--- config.mk ---
export PLATFORM = sky130hd
export DESIGN_NAME = deserializer_flat
export DESIGN_NICKNAME = d
export VERILOG_FILES = /design/src/rtl/deser_pkg.sv /design/src/rtl/deserializer_if.sv /design/src/rtl/deser_bit_counter.sv /design/src/rtl/deserializer.sv /design/src/flat_wrapper.sv
export SDC_FILE = /design/constraint.sdc
export NUM_CORES = 1
export LEC_CHECK = 0
export CORE_AREA = 2 2 80 82
export CTS_CLUSTER_SIZE = 8
export DETAILED_ROUTE_END_ITERATION = 12
export DIE_AREA = 0 0 82 84
export GPL_ROUTABILITY_DRIVEN = 0
export PLACE_DENSITY = 0.61
export SLEW_MARGIN = 20
export SYNTH_ARGS = -nofsm -noshare
export SYNTH_HDL_FRONTEND = slang
export SYNTH_SLANG_ARGS = --single-unit
--- constraint.sdc ---
create_clock -name clk -period 4.95 [get_ports clk]
set_input_delay 0.495 -clock clk [delete_from_list [all_inputs] [get_ports clk]]
set_output_delay 0.495 -clock clk [all_outputs]
set_load 0.03 [all_outputs]
--- src/rtl/deser_pkg.sv ---
// ---------------------------------------------------------------------------
// deser_pkg
// Shared types and constants for the serial-to-parallel deserializer.
//   DATA_W   : parallel word width (16)
//   CNT_W    : bit-counter / frame-length field width ($clog2(DATA_W) = 4)
//   MOD_FULL : frame-length code meaning "full DATA_W-bit frame"
//   MOD_MIN  : smallest legal explicit frame length
//   state_t  : receive FSM states
// ---------------------------------------------------------------------------
package deser_pkg;

  localparam int DATA_W = 16;
  localparam int CNT_W  = $clog2(DATA_W);

  localparam logic [CNT_W-1:0] MOD_FULL = '0;
  localparam logic [CNT_W-1:0] MOD_MIN  = CNT_W'(3);

  typedef enum logic {
    IDLE = 1'b0,
    RECV = 1'b1
  } state_t;

  // Lengths 1 and 2 are reserved; 0 encodes a full-width frame.
  function automatic logic mod_legal(input logic [CNT_W-1:0] mod);
    return (mod == MOD_FULL) || (mod >= MOD_MIN);
  endfunction

  // Bits still expected after the first one has been taken: len - 1.
  function automatic logic [CNT_W-1:0] mod_to_load(input logic [CNT_W-1:0] mod);
    return (mod == MOD_FULL) ? CNT_W'(DATA_W - 1) : mod - CNT_W'(1);
  endfunction

endpackage

--- src/rtl/deserializer_if.sv ---
// ---------------------------------------------------------------------------
// deserializer_if
// Serial input stream and parallel output word of the deserializer.
//   i_data           : serial data bit
//   i_data_val       : i_data qualifier
//   i_data_mod       : frame length, sampled with the first bit of a frame
//   o_deser_data     : assembled, left-aligned word
//   o_deser_data_val : one-cycle completion pulse
//   o_busy           : frame in progress
// Modports: master = stream source / word consumer, slave = deserializer.
// ---------------------------------------------------------------------------
interface deserializer_if;
  import deser_pkg::*;

  logic              i_data;
  logic              i_data_val;
  logic [CNT_W-1:0]  i_data_mod;
  logic [DATA_W-1:0] o_deser_data;
  logic              o_deser_data_val;
  logic              o_busy;

  modport master (
    output i_data, i_data_val, i_data_mod,
    input  o_deser_data, o_deser_data_val, o_busy
  );

  modport slave (
    input  i_data, i_data_val, i_data_mod,
    output o_deser_data, o_deser_data_val, o_busy
  );

endinterface

--- src/rtl/deser_bit_counter.sv ---
// ---------------------------------------------------------------------------
// deser_bit_counter
// Loadable down-counter holding the number of bits still expected.
//   clk, i_srst : clock, synchronous active-high reset
//   i_load      : load i_load_val (has priority over i_dec)
//   i_load_val  : value to load
//   i_dec       : decrement by one (saturates at zero)
//   o_last      : count == 1, the next accepted bit ends the frame
//   o_busy      : count != 0
// ---------------------------------------------------------------------------
module deser_bit_counter
  import deser_pkg::*;
(
  input  logic             clk,
  input  logic             i_srst,
  input  logic             i_load,
  input  logic [CNT_W-1:0] i_load_val,
  input  logic             i_dec,
  output logic             o_last,
  output logic             o_busy
);

  logic [CNT_W-1:0] count_q, count_d;

  always_comb begin
    count_d = count_q;
    if (i_load) begin
      count_d = i_load_val;
    end else if (i_dec && (count_q != '0)) begin
      count_d = count_q - CNT_W'(1);
    end
  end

  always_ff @(posedge clk) begin
    if (i_srst) begin
      count_q <= '0;
    end else begin
      count_q <= count_d;
    end
  end

  assign o_last = (count_q == CNT_W'(1));
  assign o_busy = (count_q != '0);

endmodule

--- src/rtl/deserializer.sv ---
// ---------------------------------------------------------------------------
// deserializer
// Assembles a qualified MSB-first serial stream into left-aligned DATA_W-bit
// words. The frame length is taken from i_data_mod with the first bit; each
// completed frame is registered to o_deser_data with a one-cycle valid pulse.
//   clk    : clock, all logic on posedge
//   i_srst : synchronous active-high reset, highest priority
//   bus    : deserializer_if.slave (serial in, parallel out, busy)
// ---------------------------------------------------------------------------
module deserializer
  import deser_pkg::*;
(
  input  logic           clk,
  input  logic           i_srst,
  deserializer_if.slave  bus
);

  state_t            state_q, state_d;
  logic [DATA_W-1:0] shift_q, shift_d;
  logic [DATA_W-1:0] data_q,  data_d;
  logic [CNT_W-1:0]  pos_q,   pos_d;   // bit index the next RECV bit lands in
  logic              val_q,   val_d;

  logic              cnt_load;
  logic [CNT_W-1:0]  cnt_load_val;
  logic              cnt_dec;
  logic              cnt_last;
  logic              cnt_busy;

  deser_bit_counter u_bit_counter (
    .clk        (clk),
    .i_srst     (i_srst),
    .i_load     (cnt_load),
    .i_load_val (cnt_load_val),
    .i_dec      (cnt_dec),
    .o_last     (cnt_last),
    .o_busy     (cnt_busy)
  );

  always_comb begin
    // NOTE: every signal gets a default before the case so no path leaves
    // it unassigned -- that is what keeps this block free of latches.
    state_d      = state_q;
    shift_d      = shift_q;
    pos_d        = pos_q;
    data_d       = data_q;
    val_d        = 1'b0;
    cnt_load     = 1'b0;
    cnt_dec      = 1'b0;
    cnt_load_val = mod_to_load(bus.i_data_mod);

    case (state_q)
      IDLE: begin
        // Illegal lengths fall through: the bit is dropped and we stay idle.
        if (bus.i_data_val && mod_legal(bus.i_data_mod)) begin
          shift_d             = '0;
          shift_d[DATA_W-1]   = bus.i_data;
          pos_d               = CNT_W'(DATA_W - 2);
          cnt_load            = 1'b1;
          state_d             = RECV;
        end
      end

      RECV: begin
        if (bus.i_data_val) begin
          shift_d[pos_q] = bus.i_data;
          pos_d          = pos_q - CNT_W'(1);
          cnt_dec        = cnt_busy;
          if (cnt_last) begin
            // Take the word including the bit written this cycle.
            data_d  = shift_d;
            val_d   = 1'b1;
            state_d = IDLE;
          end
        end
      end

      default: state_d = IDLE;
    endcase
  end

  always_ff @(posedge clk) begin
    // NOTE: sequential state uses non-blocking assignments so every flop
    // samples the pre-edge values regardless of statement order.
    if (i_srst) begin
      // NOTE: the shift word is reset too; it is small, and a clean value
      // keeps X out of the low bits of short frames after power-up.
      state_q <= IDLE;
      shift_q <= '0;
      pos_q   <= '0;
      data_q  <= '0;
      val_q   <= 1'b0;
    end else begin
      state_q <= state_d;
      shift_q <= shift_d;
      pos_q   <= pos_d;
      data_q  <= data_d;
      val_q   <= val_d;
    end
  end

  assign bus.o_deser_data     = data_q;
  assign bus.o_deser_data_val = val_q;
  assign bus.o_busy           = (state_q == RECV);

endmodule

--- src/flat_wrapper.sv ---
// flat-port wrapper written by rule: the top's interface ports become plain ports
module deserializer_flat import deser_pkg::*;
  (clk, i_srst, bus_i_data, bus_i_data_val, bus_i_data_mod, bus_o_deser_data, bus_o_deser_data_val, bus_o_busy);
  deserializer_if bus_i ();
  input  logic clk;
  input  logic i_srst;
  input wire logic [$bits(bus_i.i_data)-1:0] bus_i_data;
  input wire logic [$bits(bus_i.i_data_val)-1:0] bus_i_data_val;
  input wire logic [$bits(bus_i.i_data_mod)-1:0] bus_i_data_mod;
  output wire logic [$bits(bus_i.o_deser_data)-1:0] bus_o_deser_data;
  output wire logic [$bits(bus_i.o_deser_data_val)-1:0] bus_o_deser_data_val;
  output wire logic [$bits(bus_i.o_busy)-1:0] bus_o_busy;
  assign bus_i.i_data = bus_i_data;
  assign bus_i.i_data_val = bus_i_data_val;
  assign bus_i.i_data_mod = bus_i_data_mod;
  assign bus_o_deser_data = bus_i.o_deser_data;
  assign bus_o_deser_data_val = bus_i.o_deser_data_val;
  assign bus_o_busy = bus_i.o_busy;
  deserializer u_core (.clk(clk), .i_srst(i_srst), .bus(bus_i));
endmodule
==> impl_metrics.toml, run 1 <==
[status]
status = "finished, final reports clean"

[hold_path]
hold_path.class = "flop to flop"
min_path_cells = 2

[synthesis]
syn_area_mm2 = 0.00203
synth_edf_count = 0
yosys.area.top_type_share = 0.415
syn_area_per_cell_um2 = 9.43
yosys.area.top_type = "dfxtp_1"
ys.warnings.count = 0
syn-num-nets = 231
seq_area_frac_synth = 0.415
ys_ff_latch = 42
ys_async_sr_fraction = 0
syn_inst = 215
synth_area_leaders = "dfxtp_1 (41%), mux2i_1 (7.4%), o2bb2ai_1 (6.0%)"
synthFlopType = "dfxtp_1"
ys_types = 42

[setup_path]
cp-start-kind = "primary input"
worstPathArrival_ns = 2.66
criticalPathCategory = "primary input to flop"
reg2regPathDepth = 4
crit_required_ns = 5.18
cp-end-kind = "flop"
crit_path_max_fanout = 26

[cts]
clock_sinks = 42
path_clk_slew_ns = 0.08
h-tree-depth = 2
clock_latency_ns = 0.29
numCtsBuffers = 5
cts_tree = "built"
clock_path_buffers = 2
ctsHoldBuffers = 0
ctsResizeCount = 0
postCtsSetupRepairBufs = 0
cts_root_buf = "clkbuf_8"

[final_layout]
antennaDiodeCount = 0
fin_cells = 309
final_nets = 248
stdcell_area_mm2 = 0.00237
fill_cells = 618
syn2layout_area_growth_pct = 17.0
finalCoreUtilization = 0.389
final_layout_size_suffix_gt1_frac = 0.0560

[global_route]
grt_antenna_before_repair = 0
grt_pass1_vias = 1473
globalRouteTotalUtil = 0.127
grt_pass1_wl_mm = 6.89
grt_overflow = 0
grt_max_degree = 27

[floorplanning]
initial_core_util = 0.333
dieArea_mm2 = 0.00689
die_x_um = 82
ios = 26
dieHeight_um = 84
rows = 29
core_mm2 = 0.00610

[placement]
dp_hpwl_mm = 2.63
place_area_mm2 = 0.00229
io_buffers = 25
post-place-ws_ns = 2.22
numPlacedInstances = 302

[timing]
fin_crit_ns = 2.43
finalHoldViolCount = 0
period_share = 0.492
fin_ws_ns = 2.52
fin_skew_ns = 0.00661
rsz0062_at_grt = "no"
worst_slew_pin_slew_ns = 0.948
slew_headroom = 0.366
fmax_mhz = 411
setup_viol = 0
finalSetupTns_ns = 0
fin_hold_ws_ns = 0.456
slew_viol_final = 0

[pwr]
power_density_mw_per_mm2 = 275
power.share.sequential = 0.557
p_leak_nw = 0.895
comb_power_share = 0.131
switching_share = 0.260
ir_drop_mv = 0.104
switching_power_mw = 0.169
p_clk_frac = 0.311
p_int_mw = 0.481
power_mw = 0.651

[route]
firstDrtPassIters = 4
drtIter0Drc = 128
antenna_left = 0
viasPerCell = 5.00
vias = 1546
wire_per_inst_um = 13.2
totalWireLength_mm = 4.09
remaining_drc_errors = 0

[job]
max-cap-violations = 0
## state kept, by name, indices dropped and copies added (netlist names)
signal and count:
u_core.bus.o_busy 1, u_core.u_bit_counter.count_q 4, u_core.bus.o_deser_data 16, u_core.bus.o_deser_data_val 1, u_core.shift_q 16, u_core.pos_q 4
## area by class of cell
type                            count  area (um2)  share of cell area
Timing Repair Buffer               25         250               0.106
Clock buffer                        7        76.3              0.0322
Inverter                            8        30.0              0.0127
Multi-Input combinational cell    150        1080               0.454
Sequential cell                    42         841               0.355
Tap cell                           77        96.3              0.0406
## power by group through the flow
stage,registers [mW],logic [mW],clock network (mW)
floorplan,0.362,0.0718,0
global placement,0.370,0.0854,0
detailed placement,0.370,0.0863,0
CTS,0.362,0.0864,0.211
global route,0.365,0.0954,0.224
finish,0.363,0.0856,0.203
## cells by family (layout without fill, tap and decap cells)
group,after synthesis,after routing,share of synthesized area
AND/OR/NAND/NOR,69,69,0.196
AO/OA/AOI/OAI,55,55,0.198
flip-flops,42,42,0.415
buffers and inverters,23,40,0.0537
multiplexers,16,16,0.0796
adder cells (fa/ha/maj),8,8,0.0494
XOR/XNOR,2,2,0.00864
## metal layers
layer	track usage	up-vias	share of wire
met2	0.182	26	0.44
met4	0.0409	0	0.013
met1	0.185	714	0.51
li1	-	799	-
met5	0	-	0
met3	0.0292	7	0.030
## synth_stat cells (2+ instances only)
library cell / count
inv_1: 8
o2bb2ai_1: 14
o21ai_0: 16
buf_2: 3
nand2b_1: 2
a211oi_1: 4
and2b_1: 7
mux2i_1: 15
buf_6: 2
nor2_1: 7
dfxtp_1: 42
nand3_1: 4
clkbuf_1: 9
nand2_1: 19
nor3b_1: 5
nor2b_1: 8
a21oi_1: 6
ha_1: 8
nor3_1: 3
a311oi_1: 3
nand3b_1: 8
nand4b_1: 2
## placed cells by master, fill, tap and decap left out, drive strengths merged, types with 4 or more instances in the layout
cell type       n
nor3b           5
o2bb2ai        14
o21ai          17
clkdlybuf4s50  25
clkbuf          7
mux2i          15
a211oi          4
nand2          19
a21oi           6
dfxtp          42
nor2            7
nand3           4
ha              8
nor2b           8
nand3b          9
and2b           7
inv             8
## worst paths after layout
| path | startpoint | endpoint | slack, ns |
|---|---|---|---|
| hold reg to reg | u_core.bus.o_deser_data[11]$_SDFFE_PP0P_ | u_core.bus.o_deser_data[11]$_SDFFE_PP0P_ | 0.46 |
| setup / recovery | i_srst | u_core.bus.o_deser_data[0]$_SDFFE_PP0P_ | 2.52 |
| setup reg to reg | u_core.bus.o_busy$_SDFF_PP0_ | u_core.bus.o_deser_data[0]$_SDFFE_PP0P_ | 2.80 |
| hold / removal | u_core.bus.o_deser_data[11]$_SDFFE_PP0P_ | u_core.bus.o_deser_data[11]$_SDFFE_PP0P_ | 0.46 |
## worst max-delay path, cell delays in order
cell	delay, ns
clkdlybuf4s50_1	0.90
nand4b_1	0.86
inv_1	0.24
a22o_1	0.16
No activity file was read; power rests on OpenSTA's default activity.
==> run 2, diff against run 1 <==
==> constraint.sdc (replaced) <==
create_clock -name clk -period 2.35 [get_ports clk]
set_input_delay 0.235 -clock clk [delete_from_list [all_inputs] [get_ports clk]]
set_output_delay 0.235 -clock clk [all_outputs]
set_load 0.03 [all_outputs]
==> impl_metrics.toml, run 2 (synthesis gave the netlist of run 1 again) <==
[floorplanning]
die_x_um = 82
ios = 26
dieHeight_um = 84
dieArea_mm2 = 0.00689
core_mm2 = 0.00610
rows = 29
initial_core_util = 0.333

[timing]
fin_skew_ns = 0.00448
finalHoldViolCount = 0
slew_viol_final = 0
fin_crit_ns = 1.91
setup_viol = 0
fin_hold_ws_ns = 0.456
period_share = 0.814
worst_slew_pin_slew_ns = 0.906
slew_headroom = 0.394
rsz0062_at_grt = "no"
fmax_mhz = 523
finalSetupTns_ns = 0

[setup_path]
slowest_stage = "clkdlybuf4s50_1"
crit_path_max_fanout = 8
cp-start-kind = "primary input"
cpMostUsedCell = "a211oi_1"
cp-end-kind = "flop"
path_cells = "clkdlybuf4s50_1 -> inv_1 -> ha_1 -> or4_4 -> nand3b_2 -> a211oi_1 -> a211oi_1"
cp_num_buf_inv = 2
path_delay_family = "simple AND/OR/NAND/NOR gates"
worstPathArrival_ns = 2.11
crit_required_ns = 2.55
cpPeakStageDelay_ns = 0.53
criticalPathCategory = "primary input to flop"

[cts]
numCtsBuffers = 5
clock_path_buffers = 2
path_clk_slew_ns = 0.08
ctsHoldBuffers = 0
cts_root_buf = "clkbuf_8"
postCtsSetupRepairBufs = 0
cts_tree = "built"
clock_sinks = 42
ctsResizeCount = 0
h-tree-depth = 2
clock_latency_ns = 0.29

[final_layout]
final_nets = 255
finalCoreUtilization = 0.411
mostFrequentLayoutCells = "dfxtp_1 (42), clkdlybuf4s50_1 (25), nand2_1 (19)"
antennaDiodeCount = 0
syn2layout_area_growth_pct = 23.5
final_layout_size_suffix_gt1_frac = 0.0958
stdcell_area_mm2 = 0.00250
layout_commonest_cell = "dfxtp_1"

[route]
wire_per_inst_um = 13.5
antenna_left = 0
vias = 1588
remaining_drc_errors = 0
viasPerCell = 5.01
totalWireLength_mm = 4.27
drtIter0Drc = 50
firstDrtPassIters = 4

[status]
status = "finished, final reports clean"

[pwr]
power_density_mw_per_mm2 = 663
p_leak_nw = 0.966
ir_drop_mv = 0.276

[global_route]
globalRouteTotalUtil = 0.142
grt_max_degree = 25
grt_pass1_wl_mm = 7.60
grt_overflow = 0
grt_antenna_before_repair = 0
grt_pass1_vias = 1584

[job]
max-cap-violations = 0

[placement]
dp_hpwl_mm = 2.84
place_area_mm2 = 0.00236
io_buffers = 25

[hold_path]
hold_path.class = "flop to flop"
[run 2: changes by cell type in the layout (fill, tap and decap cells not counted), sizes merged]
cell / previous run / this run
buf: 0 / 7
bufinv: 0 / 2
clkbuf: 7 / 6
[run 2: worst paths after layout]
path	slack [ns]	depth (start not counted)	startpoint	end
worst max register to register	0.66	3	u_core.bus.o_busy$_SDFF_PP0_	u_core.bus.o_deser_data[0]$_SDFFE_PP0P_
worst min-delay path	0.46	2	u_core.bus.o_deser_data[11]$_SDFFE_PP0P_	u_core.bus.o_deser_data[11]$_SDFFE_PP0P_
worst min register to register	0.46	2	u_core.bus.o_deser_data[11]$_SDFFE_PP0P_	u_core.bus.o_deser_data[11]$_SDFFE_PP0P_
worst max-delay path	0.44	7	bus_i_data_mod[0]	u_core.u_bit_counter.count_q[0]$_SDFFE_PP0P_
[run 2: report_power, final]
part           total (mW)  switching [mW]  internal, mW  leakage, nW
Sequential          0.764          0.0342         0.729        0.341
Clock               0.699           0.246         0.453       0.0714
Combinational       0.196           0.105        0.0907        0.554
Total                1.66           0.385          1.27        0.966
[run 2: area by class of cell]
cell class              count  area [um2]
fillers                   619        3590
multi-input cells         150        1080
flip-flops and latches     42         841
repair buffers             32         315
well taps                  77        96.3
clock buffers               6        82.6
clock inverters             2        60.1
inverters                   8        30.0
[run 2: routing by layer]
| layer | up-vias | wire length, um | part of all wire | global-route usage |
|---|---|---|---|---|
| li1 | 809 | - | - | - |
| met1 | 752 | 2140 | 0.50 | 0.198 |
| met2 | 21 | 1950 | 0.46 | 0.209 |
| met3 | 6 | 121 | 0.028 | 0.0390 |
| met4 | 0 | 59 | 0.014 | 0.0485 |
| met5 | - | 0 | 0 | 0 |
[run 2: per-stage QoR]
| step | power [mW] | std cells | setup WS [ns] |
|---|---|---|---|
| final | 1.66 | 317 | 0.437 |
| after global routing | 1.73 | 317 | 0.322 |
| after CTS | 1.68 | 317 | 0.441 |
| after detailed placement | 0.976 | 309 | 0.137 |
| after global placement | 0.972 | 309 | 0.187 |
| after floorplan | 0.913 | 215 | 0.650 |
[run 2: worst reg2reg max path, delay by kind of cell (launching register included)]
kind	cells	cell delay [ns]
AND/OR/NAND/NOR	1	0.22
flip-flops	1	0.43
AO/OA/AOI/OAI	2	0.99
==> run 3, diff against run 2 <==
--- a/config.mk
+++ b/config.mk
@@ -10,7 +10,7 @@
 export DETAILED_ROUTE_END_ITERATION = 12
 export DIE_AREA = 0 0 82 84
 export GPL_ROUTABILITY_DRIVEN = 0
-export PLACE_DENSITY = 0.61
+export PLACE_DENSITY = 0.63
 export SLEW_MARGIN = 20
 export SYNTH_ARGS = -nofsm -noshare
 export SYNTH_HDL_FRONTEND = slang
==> constraint.sdc (replaced) <==
create_clock -name clk -period 1.7 [get_ports clk]
set_input_delay 0.17 -clock clk [delete_from_list [all_inputs] [get_ports clk]]
set_output_delay 0.17 -clock clk [all_outputs]
set_load 0.03 [all_outputs]
==> impl_metrics.toml, run 3 (synthesis gave the netlist of run 1 again) <==
[timing]
setup_viol = 0
slew_viol_final = 0
fin_crit_ns = 1.62
fin_skew_ns = 0.00900
fin_ws_ns = 0.0780
slew_headroom = 0.574
period_share = 0.954
finalHoldViolCount = 0
fin_hold_ws_ns = 0.384
fmax_mhz = 617
rsz0062_at_grt = "no"
worst_slew_pin_slew_ns = 0.638

[final_layout]
fill_cells = 615
ff_latch_area_um2 = 841
syn2layout_area_growth_pct = 28.2
mostFrequentLayoutCells = "dfxtp_1 (42), clkdlybuf4s50_1 (23), nand2_1 (19), buf_4 (19), o21ai_0 (16)"
fin_cells = 332
multiInputGateArea_mm2 = 0.00108
antennaDiodeCount = 0
layout_commonest_cell = "dfxtp_1"
final_nets = 270
finalCoreUtilization = 0.426
final_layout_size_suffix_gt1_frac = 0.157

[route]
wire_per_inst_um = 13.3
drtIter0Drc = 66
vias = 1636
firstDrtPassIters = 4
remaining_drc_errors = 0
totalWireLength_mm = 4.41
antenna_left = 0
viasPerCell = 4.93

[setup_path]
r2r_end = "u_core.shift_q[0]$_SDFFE_PP0P_"
r2r_slack_ns = 0.11
criticalPathCategory = "primary input to flop"
worstPathArrival_ns = 1.87
reg2regPathDepth = 6
rr_startpoint = "u_core.pos_q[1]$_SDFFE_PP0P_"
cp-start-kind = "primary input"
cp-end-kind = "flop"
crit_required_ns = 1.95
crit_path_max_fanout = 9

[cts]
numCtsBuffers = 5
path_clk_slew_ns = 0.09
clock_path_buffers = 2
cts_tree = "built"
h-tree-depth = 2
clock_sinks = 42
clock_latency_ns = 0.30
cts_root_buf = "clkbuf_8"

[pwr]
power.share.sequential = 0.520
power_mw = 2.02
p_clk_frac = 0.323
switching_power_mw = 0.565
ir_drop_mv = 0.383
comb_power_share = 0.157
p_leak_nw = 1.03
power_density_mw_per_mm2 = 779
p_int_mw = 1.46
switching_share = 0.279

[floorplanning]
dieHeight_um = 84
ios = 26
core_mm2 = 0.00610
die_x_um = 82
initial_core_util = 0.333
dieArea_mm2 = 0.00689
rows = 29

[placement]
io_buffers = 25
post-place-ws_ns = -0.384
numPlacedInstances = 321
dp_hpwl_mm = 2.97

[status]
status = "finished, final reports clean"

[hold_path]
hold_start = "bus_i_data_mod[0]"
min_to = "u_core.u_bit_counter.count_q[3]$_SDFFE_PP0P_"
hold_path.class = "primary input to flop"
min_path_cells = 5

[global_route]
grt_pass1_wl_mm = 7.36
grt_overflow = 0
grt_max_degree = 21
grt_pass1_vias = 1535
globalRouteTotalUtil = 0.137
grt_antenna_before_repair = 0

[job]
max-cap-violations = 0
==> run 3: cell types whose count changed in the layout (fill, tap and decap cells not counted), sizes merged <==
cell / change
clkdlybuf4s50: -2
clkinv: +2
clkinvlp: +1
bufinv: -2
buf: +14
dlygate4sd2: +1
bufbuf: +1
==> run 3: area by class of cell <==
| class | instances | area share |
|---|---|---|
| Multi-Input combinational cell | 150 | 0.416 |
| Sequential cell | 42 | 0.324 |
| Timing Repair Buffer | 47 | 0.177 |
| Tap cell | 77 | 0.0371 |
| Clock buffer | 5 | 0.0265 |
| Inverter | 8 | 0.0116 |
| Clock inverter | 3 | 0.00818 |
==> run 3: metal layers <==
metal	GRT usage	up-vias	part of all wire
met1	0.191	766	0.50
li1	-	842	-
met4	0.0409	0	0.0079
met2	0.205	24	0.47
met3	0.0379	4	0.027
met5	0	-	0
==> run 3: metrics by stage <==
stage | setup TNS, ns | instance area (um2)
3_5_place_dp | -8.42 | 2460
2_1_floorplan | 0 | 2030
5_1_grt | 0 | 2600
4_1_cts | 0 | 2600
6_report | 0 | 2600
3_3_place_gp | -7.85 | 2460
==> run 3: power groups by stage <==
stage / registers, mW / logic, mW / clock network [mW]
2_1_floorplan: 1.05 / 0.209 / 0
3_3_place_gp: 1.07 / 0.300 / 0
3_5_place_dp: 1.07 / 0.302 / 0
4_1_cts: 1.05 / 0.320 / 0.671
5_1_grt: 1.06 / 0.349 / 0.721
6_report: 1.05 / 0.318 / 0.654
==> run 3: what timing repair did <==
action                                  in CTS  in global routing
setup buffers                                2                  0
resized for setup                            3                  2
cloned                                       1                  0
endpoints found under the setup margin      19                 19
hold buffers                                 0                  0
pin swaps                                    2                  1
==> run 3: critical path: stages <==
cell	delay, ns
dlygate4sd2_1	0.26
ha_1	0.18
or4_4	0.57
o21ai_4	0.17
bufbuf_16	0.28
o2bb2ai_1	0.11
and2b_1	0.12
==> run 3: worst max path at each step <==
stage | startpoint | to | slack, ns | cells after the start
floorplan | u_core.bus.o_busy$_SDFF_PP0_ | u_core.bus.o_deser_data[10]$_SDFFE_PP0P_ | 0.03 | 7
global placement | bus_i_data_mod[0] | u_core.shift_q[2]$_SDFFE_PP0P_ | -0.36 | 8
detailed placement | bus_i_data_mod[0] | u_core.shift_q[1]$_SDFFE_PP0P_ | -0.38 | 8
CTS | bus_i_data_mod[0] | u_core.shift_q[12]$_SDFFE_PP0P_ | 0.008 | 8
global route | u_core.pos_q[0]$_SDFFE_PP0P_ | u_core.shift_q[2]$_SDFFE_PP0P_ | 0.003 | 6
finish | bus_i_data_mod[1] | u_core.shift_q[11]$_SDFFE_PP0P_ | 0.08 | 7
